`src/rtl/ir_fetch_ctrl_pkg.sv`:
```
// ---------------------------------------------------------------------------
// ir_fetch_pkg
// Shared definitions for the instruction-fetch sequencer:
//   - fetch_state_e : FSM state encoding
//   - FS_LOAD/FS_NOP: IR function-select codes
//   - LH_LOW/LH_HIGH: IR half-select codes
//   - half_sel()    : which IR half the byte fetched in a given state goes to
// ---------------------------------------------------------------------------
package ir_fetch_pkg;

    typedef enum logic [1:0] {
        IDLE   = 2'd0,
        FETCH0 = 2'd1,
        FETCH1 = 2'd2,
        VALID  = 2'd3
    } fetch_state_e;

    localparam logic [1:0] FS_NOP  = 2'b00;
    localparam logic [1:0] FS_LOAD = 2'b01;

    localparam logic LH_LOW  = 1'b0;
    localparam logic LH_HIGH = 1'b1;

    // The first byte (at inst_pc) lands in the low half when low_first is set,
    // the second byte lands in the other half.
    function automatic logic half_sel(input fetch_state_e st, input logic low_first);
        return (st == FETCH0) ? ~low_first : low_first;
    endfunction

endpackage

```
`src/rtl/ir_fetch_ctrl_if.sv`:
```
// ---------------------------------------------------------------------------
// ir_fetch_ctrl_if
// Bundles every non-clock/reset signal of the fetch sequencer:
//   control  : run, flush, pc_load, pc_din
//   memory   : mem_rd, mem_addr, mem_rdata, mem_ack
//   IR drive : ir_e, ir_funsel, ir_l_h, ir_half
//   execute  : ir_valid, ir_ready, inst_pc, busy
// master = the sequencer, slave = its environment (memory, IR, execute stage).
// ---------------------------------------------------------------------------
interface ir_fetch_ctrl_if #(
    parameter int AW = 8
);
    logic          run;
    logic          flush;
    logic          pc_load;
    logic [AW-1:0] pc_din;
    logic          mem_rd;
    logic [AW-1:0] mem_addr;
    logic [7:0]    mem_rdata;
    logic          mem_ack;
    logic          ir_e;
    logic [1:0]    ir_funsel;
    logic          ir_l_h;
    logic [7:0]    ir_half;
    logic          ir_valid;
    logic          ir_ready;
    logic [AW-1:0] inst_pc;
    logic          busy;

    modport master (
        input  run, flush, pc_load, pc_din, mem_rdata, mem_ack, ir_ready,
        output mem_rd, mem_addr, ir_e, ir_funsel, ir_l_h, ir_half,
               ir_valid, inst_pc, busy
    );

    modport slave (
        output run, flush, pc_load, pc_din, mem_rdata, mem_ack, ir_ready,
        input  mem_rd, mem_addr, ir_e, ir_funsel, ir_l_h, ir_half,
               ir_valid, inst_pc, busy
    );
endinterface

```
`src/rtl/ir_fetch_ctrl_pc_counter.sv`:
```
// ---------------------------------------------------------------------------
// pc_counter
// AW-bit program counter with rewind, load and increment (wraps modulo 2^AW).
// Ports:
//   clk, rst      : clock, synchronous active-high reset (pc <= RESET_PC)
//   rewind_i      : pc <= rewind_pc_i (highest priority)
//   load_i        : pc <= load_pc_i
//   inc_i         : pc <= pc + 1
//   pc_o          : current pc
// ---------------------------------------------------------------------------
module pc_counter #(
    parameter int            AW       = 8,
    parameter logic [AW-1:0] RESET_PC = '0
) (
    input  logic          clk,
    input  logic          rst,
    input  logic          rewind_i,
    input  logic [AW-1:0] rewind_pc_i,
    input  logic          load_i,
    input  logic [AW-1:0] load_pc_i,
    input  logic          inc_i,
    output logic [AW-1:0] pc_o
);
    logic [AW-1:0] pc_q;
    logic [AW-1:0] pc_d;

    always_comb begin
        pc_d = pc_q;
        if (rewind_i) begin
            pc_d = rewind_pc_i;
        end else if (load_i) begin
            pc_d = load_pc_i;
        end else if (inc_i) begin
            // Natural overflow gives the all-ones -> 0 wrap.
            pc_d = pc_q + AW'(1);
        end
    end

    always_ff @(posedge clk) begin
        if (rst) begin
            pc_q <= RESET_PC;
        end else begin
            pc_q <= pc_d;
        end
    end

    assign pc_o = pc_q;
endmodule

```
`src/rtl/ir_fetch_ctrl.sv`:
```
// ---------------------------------------------------------------------------
// ir_fetch_ctrl
// Fetch sequencer in front of a 16-bit instruction register. Reads two
// consecutive bytes at pc, steers each into the right IR half, then offers
// the instruction to the execute stage with a valid/ready handshake.
// Ports:
//   clk   : clock, all state on the rising edge
//   rst   : synchronous active-high reset
//   fetch : ir_fetch_ctrl_if.master (control, memory, IR drive, execute)
// Parameters:
//   AW        : pc / address width
//   RESET_PC  : pc and inst_pc after reset
//   LOW_FIRST : 1 -> byte at pc goes to IR[7:0], byte at pc+1 to IR[15:8]
// ---------------------------------------------------------------------------
module ir_fetch_ctrl
    import ir_fetch_pkg::*;
#(
    parameter int            AW        = 8,
    parameter logic [AW-1:0] RESET_PC  = '0,
    parameter bit            LOW_FIRST = 1'b1
) (
    input  logic             clk,
    input  logic             rst,
    ir_fetch_ctrl_if.master  fetch
);
    fetch_state_e  state_q;
    fetch_state_e  state_d;
    logic [AW-1:0] inst_pc_q;
    logic [AW-1:0] inst_pc_d;
    logic [AW-1:0] pc;

    logic          pc_load_en;
    logic          pc_inc_en;
    logic          pc_rewind_en;

    logic          mem_rd;
    logic          ir_e;
    logic [1:0]    ir_funsel;
    logic          ir_l_h;
    logic          ir_valid;

    pc_counter #(
        .AW       (AW),
        .RESET_PC (RESET_PC)
    ) u_pc (
        .clk         (clk),
        .rst         (rst),
        .rewind_i    (pc_rewind_en),
        .rewind_pc_i (inst_pc_q),
        .load_i      (pc_load_en),
        .load_pc_i   (fetch.pc_din),
        .inc_i       (pc_inc_en),
        .pc_o        (pc)
    );

    always_comb begin
        state_d      = state_q;
        inst_pc_d    = inst_pc_q;
        mem_rd       = 1'b0;
        ir_e         = 1'b0;
        ir_funsel    = FS_NOP;
        ir_l_h       = LH_LOW;
        ir_valid     = 1'b0;
        pc_load_en   = 1'b0;
        pc_inc_en    = 1'b0;
        pc_rewind_en = 1'b0;

        case (state_q)
            IDLE: begin
                // A branch target load wins over starting a fetch.
                if (fetch.pc_load) begin
                    pc_load_en = 1'b1;
                end else if (fetch.run) begin
                    inst_pc_d = pc;
                    state_d   = FETCH0;
                end
            end

            FETCH0, FETCH1: begin
                mem_rd = 1'b1;
                // Flush beats a same-cycle ack: the byte is dropped and pc
                // goes back to the start of the instruction.
                if (fetch.flush) begin
                    pc_rewind_en = 1'b1;
                    state_d      = IDLE;
                end else if (fetch.mem_ack) begin
                    ir_e      = 1'b1;
                    ir_funsel = FS_LOAD;
                    ir_l_h    = half_sel(state_q, 1'(LOW_FIRST));
                    pc_inc_en = 1'b1;
                    state_d   = (state_q == FETCH0) ? FETCH1 : VALID;
                end
            end

            VALID: begin
                ir_valid = 1'b1;
                if (fetch.ir_ready) begin
                    if (fetch.pc_load) begin
                        pc_load_en = 1'b1;
                        inst_pc_d  = fetch.pc_din;
                    end else begin
                        inst_pc_d  = pc;
                    end
                    // Going straight to FETCH0 avoids a bubble between
                    // back-to-back instructions.
                    state_d = fetch.run ? FETCH0 : IDLE;
                end
            end

            default: state_d = IDLE;
        endcase
    end

    always_ff @(posedge clk) begin
        if (rst) begin
            state_q   <= IDLE;
            inst_pc_q <= RESET_PC;
        end else begin
            state_q   <= state_d;
            inst_pc_q <= inst_pc_d;
        end
    end

    assign fetch.mem_rd    = mem_rd;
    assign fetch.mem_addr  = pc;
    assign fetch.ir_e      = ir_e;
    assign fetch.ir_funsel = ir_funsel;
    assign fetch.ir_l_h    = ir_l_h;
    assign fetch.ir_half   = fetch.mem_rdata;
    assign fetch.ir_valid  = ir_valid;
    assign fetch.inst_pc   = inst_pc_q;
    assign fetch.busy      = (state_q != IDLE);
endmodule

```
`src/flat_wrapper.sv`:
```
// flat-port wrapper written by rule: the top's interface ports become plain ports
module ir_fetch_ctrl_flat import ir_fetch_pkg::*;
#(
    parameter int            AW        = 8,
    parameter logic [AW-1:0] RESET_PC  = '0,
    parameter bit            LOW_FIRST = 1'b1
)
  (clk, rst, fetch_run, fetch_flush, fetch_pc_load, fetch_pc_din, fetch_mem_rdata, fetch_mem_ack, fetch_ir_ready, fetch_mem_rd, fetch_mem_addr, fetch_ir_e, fetch_ir_funsel, fetch_ir_l_h, fetch_ir_half, fetch_ir_valid, fetch_inst_pc, fetch_busy);
  ir_fetch_ctrl_if #(.AW(AW)) fetch_i ();
  input  logic clk;
  input  logic rst;
  input wire logic [$bits(fetch_i.run)-1:0] fetch_run;
  input wire logic [$bits(fetch_i.flush)-1:0] fetch_flush;
  input wire logic [$bits(fetch_i.pc_load)-1:0] fetch_pc_load;
  input wire logic [$bits(fetch_i.pc_din)-1:0] fetch_pc_din;
  input wire logic [$bits(fetch_i.mem_rdata)-1:0] fetch_mem_rdata;
  input wire logic [$bits(fetch_i.mem_ack)-1:0] fetch_mem_ack;
  input wire logic [$bits(fetch_i.ir_ready)-1:0] fetch_ir_ready;
  output wire logic [$bits(fetch_i.mem_rd)-1:0] fetch_mem_rd;
  output wire logic [$bits(fetch_i.mem_addr)-1:0] fetch_mem_addr;
  output wire logic [$bits(fetch_i.ir_e)-1:0] fetch_ir_e;
  output wire logic [$bits(fetch_i.ir_funsel)-1:0] fetch_ir_funsel;
  output wire logic [$bits(fetch_i.ir_l_h)-1:0] fetch_ir_l_h;
  output wire logic [$bits(fetch_i.ir_half)-1:0] fetch_ir_half;
  output wire logic [$bits(fetch_i.ir_valid)-1:0] fetch_ir_valid;
  output wire logic [$bits(fetch_i.inst_pc)-1:0] fetch_inst_pc;
  output wire logic [$bits(fetch_i.busy)-1:0] fetch_busy;
  assign fetch_i.run = fetch_run;
  assign fetch_i.flush = fetch_flush;
  assign fetch_i.pc_load = fetch_pc_load;
  assign fetch_i.pc_din = fetch_pc_din;
  assign fetch_i.mem_rdata = fetch_mem_rdata;
  assign fetch_i.mem_ack = fetch_mem_ack;
  assign fetch_i.ir_ready = fetch_ir_ready;
  assign fetch_mem_rd = fetch_i.mem_rd;
  assign fetch_mem_addr = fetch_i.mem_addr;
  assign fetch_ir_e = fetch_i.ir_e;
  assign fetch_ir_funsel = fetch_i.ir_funsel;
  assign fetch_ir_l_h = fetch_i.ir_l_h;
  assign fetch_ir_half = fetch_i.ir_half;
  assign fetch_ir_valid = fetch_i.ir_valid;
  assign fetch_inst_pc = fetch_i.inst_pc;
  assign fetch_busy = fetch_i.busy;
  ir_fetch_ctrl #(.AW(AW), .RESET_PC(RESET_PC), .LOW_FIRST(LOW_FIRST)) u_core (.clk(clk), .rst(rst), .fetch(fetch_i));
endmodule
```
`config.mk`:
```
export PLATFORM = sky130hd
export DESIGN_NAME = ir_fetch_ctrl_flat
export DESIGN_NICKNAME = d
export VERILOG_FILES = /design/src/rtl/ir_fetch_ctrl_pkg.sv /design/src/rtl/ir_fetch_ctrl_if.sv /design/src/rtl/ir_fetch_ctrl_pc_counter.sv /design/src/rtl/ir_fetch_ctrl.sv /design/src/flat_wrapper.sv
export SDC_FILE = /design/constraint.sdc
export NUM_CORES = 1
export LEC_CHECK = 0
export CORE_ASPECT_RATIO = 2
export CORE_MARGIN = 2
export CORE_UTILIZATION = 44
export DETAILED_ROUTE_END_ITERATION = 12
export PLACE_DENSITY = 0.89
export SLEW_MARGIN = 20
export SYNTH_ARGS = -nofsm -noshare
export SYNTH_HDL_FRONTEND = slang
export SYNTH_HIERARCHICAL = 1
export SYNTH_SLANG_ARGS = --single-unit
```
`constraint.sdc`:
```
create_clock -name clk -period 2.86 [get_ports clk]
set_input_delay 0.286 -clock clk [delete_from_list [all_inputs] [get_ports clk]]
set_output_delay 0.286 -clock clk [all_outputs]
set_load 0.03 [all_outputs]
```
# Word level (Yosys, flattened, before mapping)
# Index checks and enable logic that the tools add are counted.
[totals]
mem_bits_rw = 0
mem_count = 0
latch_bits = 0
output_inout_bits = 31
mem_bits_ro = 0
wordCells = 51
reg_bits = 18
[op_classes]
add_sub_neg = 1
eq_ne = 7
mux = 33
n_reduce_logical = 7
div = 0
shifts = 0
bitwise = 0
magnitude_cmp = 0
mul = 0
[ops]
columns = ["op", "n"]
rows = [
  ["8-bit 2-to-1 mux", 7],
  ["1-bit 2-to-1 mux", 16],
  ["8-bit one-hot mux with 2 select lines", 1],
  ["2-bit 2-to-1 mux", 7],
  ["8-bit by 1-bit adder with 8-bit output, second input constant", 1],
  ["4-bit AND reduction", 2],
  ["2-bit != test, second input constant", 3],
  ["2-bit one-hot mux with 3 select lines", 1],
  ["2-bit == test, second input constant", 2],
  ["2-bit nonzero test", 2],
  ["3-bit != test, second input constant", 1],
  ["3-bit nonzero test", 1],
  ["2-bit by 1-bit == test with 1-bit output, second input constant", 1],
  ["2-bit logical NOT", 1],
  ["1-bit one-hot mux with 2 select lines", 1],
  ["2-bit OR reduction", 1],
]

# Depth between registers and ports, before layout
[logic_depth]
depth_word = 6
ltp_mapped = 8
mapped_depth_nobuf = 7

# Modules after synthesis
# The synthesis kept the hierarchy.
[by_module_without_submodules]
columns = ["mod", "instances", "area_each_um2", "cells_per_inst", "seq_area_each_um2"]
rows = [
  ["ir_fetch_ctrl", 1, 797.0, 87, 200.2],
  ["pc_counter", 1, 589.3, 71, 160.2],
]

# Worst setup path after synthesis
# No wires, ideal clock.
[synth_timing]
path_kind = "reg-to-reg"
start = "reg u_core.state_q[0]"
end = "reg u_core.u_pc.pc_q[7], in the netlist u_core/u_pc/pc_o[7]"
period_less_slack_ns = 2.585
t_arrival_ns = 2.490
n_path_buf = 0
setup_time_ns = 0.095
t_required_ns = 2.765
stages_incl_launch_ff = 7
setup_slack_ns = 0.275
cell_sequence = "dfxtp_1 inv_1 ha_1 and3b_1 or4b_1 or4_1 o311ai_1"
[synth_via]
elab_chain_len = 4
elab_cells_between_ends = 11
[synth_lines]
columns = ["element", "line_no", "rtl"]
rows = [
  ["start, declared", "ir_fetch_ctrl.sv:26", "fetch_state_e state_q;"],
  ["start signal, assigned", "ir_fetch_ctrl.sv:119", "state_q <= state_d;"],
  ["2-bit == test / 2-bit by 1-bit == test with 1-bit output (equally long branches)", "n/a", ""],
  ["2-bit OR reduction *", "n/a", ""],
  ["1-bit 2-to-1 mux *", "n/a", ""],
  ["net fetch_ir_e", "flat_wrapper.sv:21", "output wire logic [$bits(fetch_i.ir_e)-1:0] fetch_ir_e;"],
  ["3-bit nonzero test (no source line) *", "n/a", ""],
  ["end signal, assigned", "ir_fetch_ctrl_pc_counter.sv:43", "pc_q <= pc_d;"],
  ["end, declared", "ir_fetch_ctrl_pc_counter.sv:24", "logic [AW-1:0] pc_q;"],
]
# Mark *: on every way through the listed nets, which the timed path passes. The rest lies on a longest branch.
# A chain may end at the register's enable or synchronous reset.

# Worst setup path after layout
[layout_timing]
start = "reg u_core.state_q[0]"
end = "out fetch_ir_l_h"
[layout_via]
elab_chain_len = 5
elab_cells_between_ends = 7
[layout_lines]
columns = ["element", "line_no", "rtl"]
rows = [
  ["2-bit by 1-bit == test with 1-bit output", "ir_fetch_ctrl_pkg.sv:27, ir_fetch_ctrl.sv:68", ""],
  ["1-bit 2-to-1 mux", "ir_fetch_ctrl_pkg.sv:27", "return (st == FETCH0) ? ~low_first : low_first;"],
  ["1-bit 2-to-1 mux", "ir_fetch_ctrl.sv:86", "end else if (fetch.mem_ack) begin"],
  ["1-bit 2-to-1 mux", "ir_fetch_ctrl.sv:83", "if (fetch.flush) begin"],
  ["1-bit 2-to-1 mux *", "ir_fetch_ctrl.sv:68", "case (state_q)"],
  ["end, declared", "flat_wrapper.sv:23", "output wire logic [$bits(fetch_i.ir_l_h)-1:0] fetch_ir_l_h;"],
]
# Every way passes the cells marked *; elsewhere a longest branch is shown, timed or not.

==> impl_metrics.tcl <==
set metrics [dict create \
    first_pass_iters 4 \
    core_area_mm2 0.00298 \
    worstSetupEndpointType "primary output" \
    wirelength_um 3680 \
    die_h_um 83.4 \
    n_fill_cell 248 \
    viasPerCell 6.44 \
    grt.total_usage_pct 20.3 \
    cts_tree "built" \
    holdPathStages 2 \
    clk_pin_slew_ps 70 \
    synth_top_cell_area_share_pct 26.0 \
    drive_gt1_share_pct 14.8 \
    io_buffer_count 36 \
    rsz0062_at_grt "false" \
    post-route-min-period_ps 2590 \
    yosysWarnings 6 \
    syn_nets 187 \
    detailed_place_hpwl_um 2770 \
    num_vias 1366 \
    pre_cts_ws_ps 352 \
    clock_path_buffers 2 \
    path_max_fanout 7 \
    setup_tns_ps 0 \
    hold_viol 0 \
    finalMaxSlewViolations 0 \
    finalSetupViolations 0 \
    grt_pass1_wl_um 5890 \
    grt_pass1_vias 1313 \
    ys_top_cells_by_area "dfxtp_1, a311oi_2, buf_4, ha_1, nand3_1" \
    htreeDepth 1 \
    finalCritPeriodShare_pct 90.6 \
    powerDensity_mw_per_mm2 644 \
    grt_max_degree 23 \
    finClkSkew_ps 2.18 \
    cts_hold_buf 0 \
    postCtsResizedCells 0 \
    synth-edff-count 0 \
    wire_per_inst_um 17.4 \
    cap_violations 0 \
    die_w_um 43.7 \
    drc 0 \
    worst_slew_pin_slew_ps 1070 \
    relSlewSlack_pct 28.2 \
    peakVddDrop_uv 429 \
    grt_overflow 0 \
    ys_seq_area_share_pct 26.0 \
    clockRootBuffer "clkbuf_8" \
    synthFlopType "dfxtp_1" \
    fmax_mhz 386 \
    area_growth_pct 26.3 \
    drt_iter0_markers 62 \
    post_cts_buffers 0 \
    synthArstFlopShare_pct 0 \
    antenna_left 0 \
    p_leak_nw 0.603 \
    yosysUniqueCellTypes 47 \
    die_area_mm2 0.00364 \
    worstHoldPathType "reg -> reg" \
    fin_nets 212 \
    start_util_pct 46.6 \
    fp-row-count 28 \
    multiInputGateArea_um2 885 \
    synth_cells 158 \
    required_ps 2570 \
    final_area_mm2 0.00175 \
    num_io_pins 54 \
    seqCellArea_um2 360 \
    synth.avg_cell_area_um2 8.77 \
    antennaDiodeCount 0 \
    startpoint_type "flip-flop" \
    gp_congestion 0.890 \
    worst_slack_ps 270 \
    status "completed" \
    ys_ff_latch 18 \
    antenna_found_initial 0 \
    ff2ff_path_depth 6 \
    synth_area_leader_cell "dfxtp_1" \
    worstSetupPathType "reg -> out" \
    placed_area_mm2 0.00170 \
    netlist_area_mm2 0.00139 \
    clkLatencyLatePin_ps 260 \
    cts.sinks 18 \
    cts_made_buffers 3 \
    crit_arrival_ps 2300 \
]
-- cell families (layout without fill, tap and decap cells) --
logic type                 Yosys count  after routing  synth area share [%]
DFF                                 18             18                  26.0
adders and majority gates            6              6                  5.42
AOI/OAI and AO/OA                   38             38                  24.7
and+or+nand+nor                     62             62                  27.3
xor gates and xnor gates             1              1                 0.632
buffers and inverters               26             50                  10.6
muxes                                6              6                  5.14
other                                1              1                 0.270
-- report_power, final --
group / internal [mW] / leakage, nW / switching [mW]
combinational: 0.243 / 0.426 / 0.306
clock: 0.123 / 0.0288 / 0.0939
sequential: 0.300 / 0.148 / 0.0631
total: 0.666 / 0.603 / 0.463
-- path summary, 6_finish.rpt --
check | startpoint | slack [ps] | to
worst min-delay path | u_core/fetch.inst_pc[0] | 510 | u_core/u_pc/pc_o[0]
worst max register to register | u_core/state_q[0] | 310 | u_core/u_pc/pc_o[6]
worst min register to register | u_core/fetch.inst_pc[0] | 510 | u_core/u_pc/pc_o[0]
worst max-delay path | u_core/state_q[0] | 270 | fetch_ir_l_h
-- worst max-delay path: stages (launching register included) --
cell and delay [ps]:
dfxtp_1 410, inv_1 100, ha_1 390, and3b_1 290, nor2b_1 170, clkdlybuf4s50_1 680
-- cell usage after synthesis, drive strengths merged, types with 2 or more instances --
| cell | n |
|---|---|
| nand4b | 2 |
| nor3b | 4 |
| nor2b | 6 |
| nand2 | 15 |
| o211ai | 2 |
| or3b | 3 |
| inv | 6 |
| a211oi | 3 |
| mux2 | 3 |
| or4b | 4 |
| buf | 12 |
| and3b | 2 |
| o22ai | 2 |
| dfxtp | 18 |
| a21oi | 5 |
| clkbuf | 8 |
| nand3 | 14 |
| a311oi | 11 |
| ha | 6 |
| mux2i | 3 |
| a31oi | 8 |
| or4 | 2 |
-- cells in the final DEF (no fill, tap or decap), types with 4 or more instances in the layout --
cell,n
dfxtp_1,18
clkbuf_8,4
ha_1,6
buf_4,4
nand3_1,14
a311oi_2,7
a21oi_1,5
inv_1,6
nand2_1,15
a31oi_1,8
clkdlybuf4s50_1,36
nor2b_1,6
-- area by class of cell --
| type | count | area share [%] |
|---|---|---|
| clock buffer | 4 | 3.15 |
| inverter | 6 | 1.29 |
| multi-input combinational | 114 | 50.5 |
| sequential | 18 | 20.6 |
| tap | 30 | 2.14 |
| timing repair buffer | 40 | 22.3 |
-- metrics by stage --
step,hold slack (ps),util [%],total power [mW],std cells
2_1_floorplan,466,-,0.748,158
3_3_place_gp,490,56.9,0.896,208
3_5_place_dp,499,56.9,0.909,208
4_1_cts,510,58.8,1.12,212
5_1_grt,529,58.8,1.18,212
6_report,510,58.8,1.13,212
-- state kept, by name (all words and copies together) (netlist names) --
register and flops:
u_core/u_pc/pc_o 8, u_core/fetch.inst_pc 8, u_core/state_q 2
-- routing by layer --
layer / share of wire [%] / wire (um) / GRT usage, % / up-vias
li1: - / - / - / 637
met3: 6.5 / 238 / 3.26 / 15
met1: 38 / 1390 / 21.8 / 629
met2: 53 / 1950 / 34.9 / 85
met4: 3.0 / 110 / 12.1 / 0
met5: 0 / 0 / 0 / -
No activity file was read; power rests on OpenSTA's default activity.
